### src/rtl/dat_mem_stk.sv
// Shared DEPTH x W data memory with random-access load/store and a downward-growing hardware stack.
// Latency: 0-cycle combinational read, writes land at the clock edge; backpressure: none, full/empty flags plus sticky err.
module dat_mem_stk #(
    parameter int W  = 8,
    parameter int AW = 8
) (
    input  logic          clk,
    input  logic          rst_n,
    input  logic [W-1:0]  dat_in,
    input  logic [AW-1:0] addr,
    input  logic          wr_en,
    input  logic          push,
    input  logic          pop,
    input  logic          err_clr,
    output logic [W-1:0]  dat_out,
    output logic [AW:0]   level,
    output logic          full,
    output logic          empty,
    output logic          err
);

    localparam int          DEPTH     = 1 << AW;
    localparam logic [AW:0] DEPTH_LVL = (AW+1)'(DEPTH);
    localparam logic [AW:0] ONE_LVL   = (AW+1)'(1);

    logic [W-1:0]  mem [0:DEPTH-1];
    logic [AW-1:0] top;
    logic [AW-1:0] nxt;
    logic [AW:0]   level_nxt;
    logic          err_set;
    logic          mem_we;
    logic [AW-1:0] mem_wa;
    logic [W-1:0]  mem_wd;

    assign full  = (level == DEPTH_LVL);
    assign empty = (level == '0);

    // DEPTH-n and DEPTH-1-n reduced modulo DEPTH
    assign top = -level[AW-1:0];
    assign nxt = ~level[AW-1:0];

    assign dat_out = (pop && !empty) ? mem[top] : mem[addr];

    always_comb begin
        level_nxt = level;
        err_set   = 1'b0;
        mem_we    = 1'b0;
        mem_wa    = addr;
        mem_wd    = dat_in;
        if (push && pop) begin
            mem_we  = 1'b1;
            err_set = wr_en;
            if (!empty) begin
                mem_wa = top;
            end else begin
                mem_wa    = nxt;
                level_nxt = ONE_LVL;
                err_set   = 1'b1;
            end
        end else if (push) begin
            // a store colliding with a push is dropped and flagged
            err_set = wr_en;
            if (!full) begin
                mem_we    = 1'b1;
                mem_wa    = nxt;
                level_nxt = level + ONE_LVL;
            end else begin
                err_set = 1'b1;
            end
        end else if (pop) begin
            mem_we = wr_en;
            if (!empty) begin
                level_nxt = level - ONE_LVL;
            end else begin
                err_set = 1'b1;
            end
        end else begin
            mem_we = wr_en;
        end
    end

    always_ff @(posedge clk or negedge rst_n) begin
        if (!rst_n) begin
            level <= '0;
            err   <= 1'b0;
        end else begin
            level <= level_nxt;
            err   <= err_set | (err & ~err_clr);
        end
    end

    // array has no reset so its contents survive rst_n
    always_ff @(posedge clk) begin
        if (mem_we) begin
            mem[mem_wa] <= mem_wd;
        end
    end

endmodule
### config.mk
export PLATFORM = sky130hd
export DESIGN_NAME = dat_mem_stk
export DESIGN_NICKNAME = d
export VERILOG_FILES = /design/src/rtl/dat_mem_stk.sv
export SDC_FILE = /design/constraint.sdc
export NUM_CORES = 2
export LEC_CHECK = 0
export BUFFER_PORTS_ARGS = -buffer_cell sky130_fd_sc_hd__clkbuf_2
export CAP_MARGIN = 15
export CORE_MARGIN = 4
export CORE_UTILIZATION = 30
export CTS_CLUSTER_SIZE = 8
export DETAILED_ROUTE_END_ITERATION = 16
export GPL_ROUTABILITY_DRIVEN = 0
export SETUP_SLACK_MARGIN = 0.4
export SYNTH_ARGS = -nofsm -noshare
export SYNTH_HDL_FRONTEND = slang
export SYNTH_SLANG_ARGS = --single-unit
### constraint.sdc
create_clock -name clk -period 7.34 [get_ports clk]
set_input_delay 1.101 -clock clk [delete_from_list [all_inputs] [get_ports clk]]
set_output_delay 1.101 -clock clk [all_outputs]
set_load 0.005 [all_outputs]
Yosys cells after proc, flatten, opt, wreduce, memory -nomap -nowiden

Memory sizes are Yosys's and may differ from the RTL's.
Index checks and enable logic that the tools add are counted.
Widths: inputs -> output; s select.

Memories: 1
Bits of input ports: 22
Output and inout bits: 20
Register bits: 10
Memory bits (writable): 2048

Muxes and demuxes: 22
Reduce and logical (&&, ||, !) cells: 6
Add/sub/neg operators: 3
Bitwise logic cells: 4
Equal/unequal tests: 4

Memories:

| memory | words | width | rd ports | clocked after Yosys merged registers in | write ports | RTL line | text |
|---|---|---|---|---|---|---|---|
| mem    | 256   | 8     | 2        | 0                                       | 1           | 26       | `logic [W-1:0] mem [0:DEPTH-1];` |

Operators with widths:

| kind                | number |
|---|---|
| $mux 9              | 6 |
| $mux 8              | 5 |
| $mux 1              | 11 |
| $add 9x1->9 const B | 1 |
| $eq 9x9->1 const B  | 1 |
| $logic_not 9->1     | 1 |
| $sub 9x1->9 const B | 1 |
| $neg 8->8           | 1 |
| $not 8->8           | 1 |
| $ne 3x2->1 const B  | 2 |
| $reduce_and 4->1    | 1 |
| $reduce_bool 3->1   | 1 |
| $logic_and 1x1->1   | 2 |
| $ne 2x2->1 const B  | 1 |
| $and 1x1->1         | 1 |
| $logic_not 1->1     | 1 |
| $not 1->1           | 1 |
| $or 1x1->1          | 1 |

Depth between registers and ports, before layout

Depth after elaboration: 6
Gate-level depth with buffers: 21
Depth with buffers taken out: 11

Worst setup path after synthesis

Ideal clock, no wire load.

Path kind: reg-to-output
From: reg level[0]
To: out dat_out[4]
Required time: 6.239 ns
Stages on the path, launching flop included: 22
Buffers on the path: 12
Path slack: 1.632 ns
Arrival: 4.607 ns
Cells stage by stage: dfrtp_1 > buf_4 > buf_4 > buf_4 > buf_4 > buf_2 > buf_2 > inv_1 > ha_1 > buf_2 > buf_2 > buf_4 > buf_4 > clkbuf_1 > clkbuf_1 > mux4_2 > nand2_1 > nand3_1 > a31oi_1 > o22ai_1 > nor4_1 > nand2_1

Longest elaborated chain between the ends: 4

Ends and longest elaborated chain:

| what                                              | RTL line | text |
|---|---|---|
| start: declaration                                | 16       | `output logic [AW:0] level,` |
| start signal: assignment                          | 87       | `level <= level_nxt;` |
| branches (longest 3 deep; another with $neg 8->8) | --       |  |
| $mux 8 (*)                                        | 42       | `assign dat_out = (pop && !empty) ? mem[top] : mem[addr];` |
| end: declaration                                  | 15       | `output logic [W-1:0] dat_out,` |

Every way passes the cells marked *.

Worst setup path in the final report

From: reg level[0]
To: out dat_out[3]

Same word-level chain as after synthesis.

==> metrics.md <==
| Metric | Value |
|---|---|
| Final net count | `~5300` |
| Total Die Area | `333000 um2` |
| TritonRoute pass-1 iters | `7` |
| Post-Layout Cell Count | `roughly 9600` |
| Number of enable flip-flop cells after synthesis | `a little over 2000` |
| Worst Path Class, Setup | `flip-flop to output pin` |
| Cell family with most CP delay | `buffers and inverters` |
| Reg clk slew, reported paths | `~0.050 ns` |
| Met3 Use GR | `~5.4%` |
| Synth cell types | `78` |
| Setup repair after global routing missed its margin | `false` |
| Fraction of synthesis flops using an asynchronous set or reset pin | `0.486%` |
| Number of endpoints failing setup at the final stage | `0` |
| Portion of the clock cycle consumed by the worst path in the final layout | `between 90% and 100%` |
| Core area | `322000 um2` |
| X dimension of the die | `roughly 580 um` |
| Depth of the critical timing path with buffers and inverters included | `12` |
| Minimum clock period | `just under 7 ns` |
| Fillcell total | `approximately 30000` |
| Peak ir drop on the vdd network | `around 0.6 mV` |
| Flip-flop cell with the highest count after synthesis | `sky130_fd_sc_hd__edfxtp_1` |
| Max-cap check violation count | `0` |
| Critical path required time | `between 6 and 7 ns` |
| Post-Layout Inst Area | `about 110000 um2` |
| Part of the Yosys area used for sequential elements | `63.6%` |
| Global Route met1 Usage | `between 20 and 25%` |
| TritonCTS Buffers | `300` |
| Post-route DRC violation count | `0` |
| R2r worst-path depth | `11` |
| Area of combinational cells with multiple inputs | `about 33000 um2` |
| Cell total after placement | `9289` |
| Rel. slew slack | `between 10% and 20%` |
| Netlist area before placement | `approximately 97000 um2` |
| Count of buffers from port buffering | `just over 40` |
| Combined flip-flop and latch cell area | `61800 um2` |
| Leakage dissipation | `approximately 0.034 uW` |
| Number of flip-flops and latches in the synthesized netlist | `~2000` |
| Boundary pin count | `42` |
| Dominant cell type by area after synthesis | `sky130_fd_sc_hd__edfxtp_1` |
| Via count normalized by instance count | `5.87` |
| DRC marker count from the first detailed-route iteration | `just over 8000` |
| CTS tree | `yes` |
| Slew at the pin closest to its max-slew limit | `~1.2 ns` |
| Root Buffer | `sky130_fd_sc_hd__clkbuf_16` |
| Delay contributed by the slowest stage of the critical path | `approximately 0.74 ns` |
| Clock latency on the worst-skew pair | `between 0.8 and 0.9 ns` |
| Wire length of the first global-routing pass | `roughly 440000 um` |
| Signed area change from the synthesized netlist to the final layout | `15.0%` |
| Residual overflow from global routing | `0` |
| Final-layout setup total negative slack | `0 ns` |
| Dpl cell area | `about 100000 um2` |
| Number of buffer and inverter stages on the critical path | `5` |
| Number of global-route vias before repair | `~57000` |
| Die outline height | `577 um` |
| Pin count of the biggest net entering global routing | `between 150 and 200` |
| Reg2Reg Setup Slack | `1.27 ns` |
| Biggest area contributors in the synthesized netlist | `sky130_fd_sc_hd__edfxtp_1, sky130_fd_sc_hd__mux4_2, sky130_fd_sc_hd__nand2_1` |
| Number of warnings reported in the yosys synthesis log | `0` |
| Outcome | `finished clean` |
| Overall Global Routing Usage | `a little under a fifth` |
| Post-DR wirelength/cell | `~33 um` |
| Clock Path Buffers | `4` |
| Clock H-tree levels | `5` |
| Number of cells produced by synthesis | `between 5000 and 6000` |
| Hold Path Class | `primary input to asynchronous set/reset pin` |
| Top fanout value on the critical path | `42` |
| Met2 capacity usage during global routing | `approximately 28%` |
| Initial antenna violation count | `14` |
| Fraction of post-synthesis cell area in the top cell type by area | `a little under two thirds` |
| Max Clock Skew | `0.0507 ns` |
| Number of routed nets with antenna violations | `0` |
| Slowest cell on crit path | `sky130_fd_sc_hd__dfrtp_4` |
| Beginning of the worst register-to-register path | `level[0]$_DFFE_PN0P_` |
| Global routing's busiest layer | `met2` |
| Upper clock frequency limit | `~140 MHz` |
| Clock net sink count | `slightly above 2000` |
| Crit path launch | `level[0]$_DFFE_PN0P_` |
| Critical path endpoint | `dat_out[3]` |
| FP Rows | `about 210` |
| Nets in the synthesized netlist | `5132` |
| Share of layout cells above drive strength 1 | `33.9%` |
| Power Dens Cells | `355 nW/um2` |
| Worst Setup End Kind | `output pin` |
| Sum of net half-perimeters after detailed placement | `~200000 um` |
| Average instance area after synthesis | `19.0 um2` |
| Signal arrival time at the worst endpoint | `about 5.8 ns` |
| Vias | `56676` |
| Cells traversed along the worst timing path | `inv_1 > ha_4 > buf_4 > buf_12 > buf_4 > mux4_2 > nand2_1 > a31oi_1 > mux4_2 > a22oi_1 > nand3b_1 > clkbuf_2` |
| Final Hold Fails | `0` |
| Total Wirelength | `315000 um` |
| Initial standard-cell utilization of the core | `30.2%` |
| Startpoint kind of the worst setup timing path | `flip-flop` |
| Number of slew-limit violations in the final report | `0` |
| Endpoint of the worst-slack reg-to-reg timing path | `mem[128][3]$_DFFE_PP_` |
| Total power after layout | `between 30000 and 40000 uW` |
| Quantity of hold-fixing buffers added after cts | `0` |
[logic make-up (layout without fill, tap and decap cells)]
family / count (synthesis) / after routing / share of synthesized area, %
DFF: 2058 / 2058 / 63.6
muxes: 1191 / 1191 / 26.8
and+or+nand+nor: 1052 / 1052 / 4.70
buffers and inverters: 423 / 658 / 2.10
AOI/OAI and AO/OA: 355 / 355 / 2.52
xor gates and xnor gates: 13 / 13 / 0.117
adders and majority gates: 9 / 9 / 0.124
other: 0 / 8 / 0
[synthesized netlist by cell type (all sizes together) (4+ instances only)]
master and number:
clkbuf 184, and3 57, o22ai 34, nand3b 4, and2 11, o211ai 8
nor2b 5, a221oi 6, nand4 18, nand3 118, mux2i 62, a211oi 25
ha 8, xnor2 8, dfrtp 10, nor4 8, a21oi 45, o21ai 58
a22oi 54, edfxtp 2048, nand2 496, buf 223, a311oi 41, xor2 5
inv 13, a2111oi 5, o221ai 4, a31oi 47, nor3 11, mux4 1129
a22o 5, nor2 303, or3 5
[metrics by stage]
step	hold WS [ns]	util [%]	worst slack, ns
detailed placement	0.633	32.1	1.13
floorplan	0.562	-	1.63
global route	0.113	34.7	0.498
CTS	0.0862	34.6	0.431
global placement	0.618	32.1	1.05
finish	0.126	34.7	0.431
[worst min path at each step]
stage,start,to,slack (ns),cells past startpoint
floorplan,level[6]$_DFFE_PN0P_,level[6]$_DFFE_PN0P_,0.56,2
global route,rst_n,level[4]$_DFFE_PN0P_,0.11,1
detailed placement,err$_DFF_PN0_,err$_DFF_PN0_,0.63,2
finish,rst_n,level[3]$_DFFE_PN0P_,0.13,1
CTS,rst_n,level[8]$_DFFE_PN0P_,0.09,1
global placement,err$_DFF_PN0_,err$_DFF_PN0_,0.62,2
[layout by cell type (no fill, tap or decap), types with 29 or more instances in the layout]
master and n:
sky130_fd_sc_hd__nor2_1 300, sky130_fd_sc_hd__mux4_2 1129, sky130_fd_sc_hd__a311oi_1 40, sky130_fd_sc_hd__mux2i_1 62
sky130_fd_sc_hd__clkbuf_2 29, sky130_fd_sc_hd__o21ai_0 54, sky130_fd_sc_hd__buf_12 42, sky130_fd_sc_hd__clkbuf_16 310
sky130_fd_sc_hd__o22ai_1 34, sky130_fd_sc_hd__edfxtp_1 2048, sky130_fd_sc_hd__nand2_1 496, sky130_fd_sc_hd__buf_4 211
sky130_fd_sc_hd__nand3_1 108, sky130_fd_sc_hd__a21oi_1 42, sky130_fd_sc_hd__a31oi_1 47, sky130_fd_sc_hd__a22oi_1 54
sky130_fd_sc_hd__and3_1 57
[layout make-up]
class	instances	area share, %
inverters	16	0.0650
clock inverters	18	0.220
clock buffers	318	6.98
multi-input cells	2620	30.0
repair buffers	306	2.59
diodes	8	0.0179
well taps	4305	4.83
flip-flops and latches	2058	55.3
[power by group]
group,leakage [uW],switching [uW],total (uW),internal (uW)
Sequential,0.0185,139,13200,13100
Clock,0.00394,4950,12400,7430
Combinational,0.0119,8920,14000,5050
[registers in the layout, summed over array words and instances (netlist names)]
register  flops
mem        2048
err           1
level         9
[worst register-to-register path: stages (launching register included)]
cell and delay (ns):
sky130_fd_sc_hd__dfrtp_4 0.68, sky130_fd_sc_hd__inv_1 0.22, sky130_fd_sc_hd__ha_4 0.20, sky130_fd_sc_hd__or3b_4 0.42, sky130_fd_sc_hd__or4_1 0.75, sky130_fd_sc_hd__clkinv_4 0.17, sky130_fd_sc_hd__nand2_1 0.08, sky130_fd_sc_hd__o21ai_2 0.10
sky130_fd_sc_hd__a221oi_4 0.13, sky130_fd_sc_hd__nor2_2 0.50, sky130_fd_sc_hd__nand3_2 1.10, sky130_fd_sc_hd__nor2_1 1.30
[layer usage]
layer	vias to the layer above	wire [um]	part of all wire, %
li1	21982	-	-
met1	30520	121000	38
met2	3527	144000	46
met3	641	36400	12
met4	6	13500	4.3
met5	-	41	0.013
[timing repair]
| action | 4_1_cts | 5_1_grt |
|---|---|---|
| resized for setup | 2 | 0 |
| pin swaps | 1 | 0 |
| buffers inserted | 1 | 1 |
| endpoints found under the setup margin | 5 | 7 |
Power figures use the tool's default switching activity.
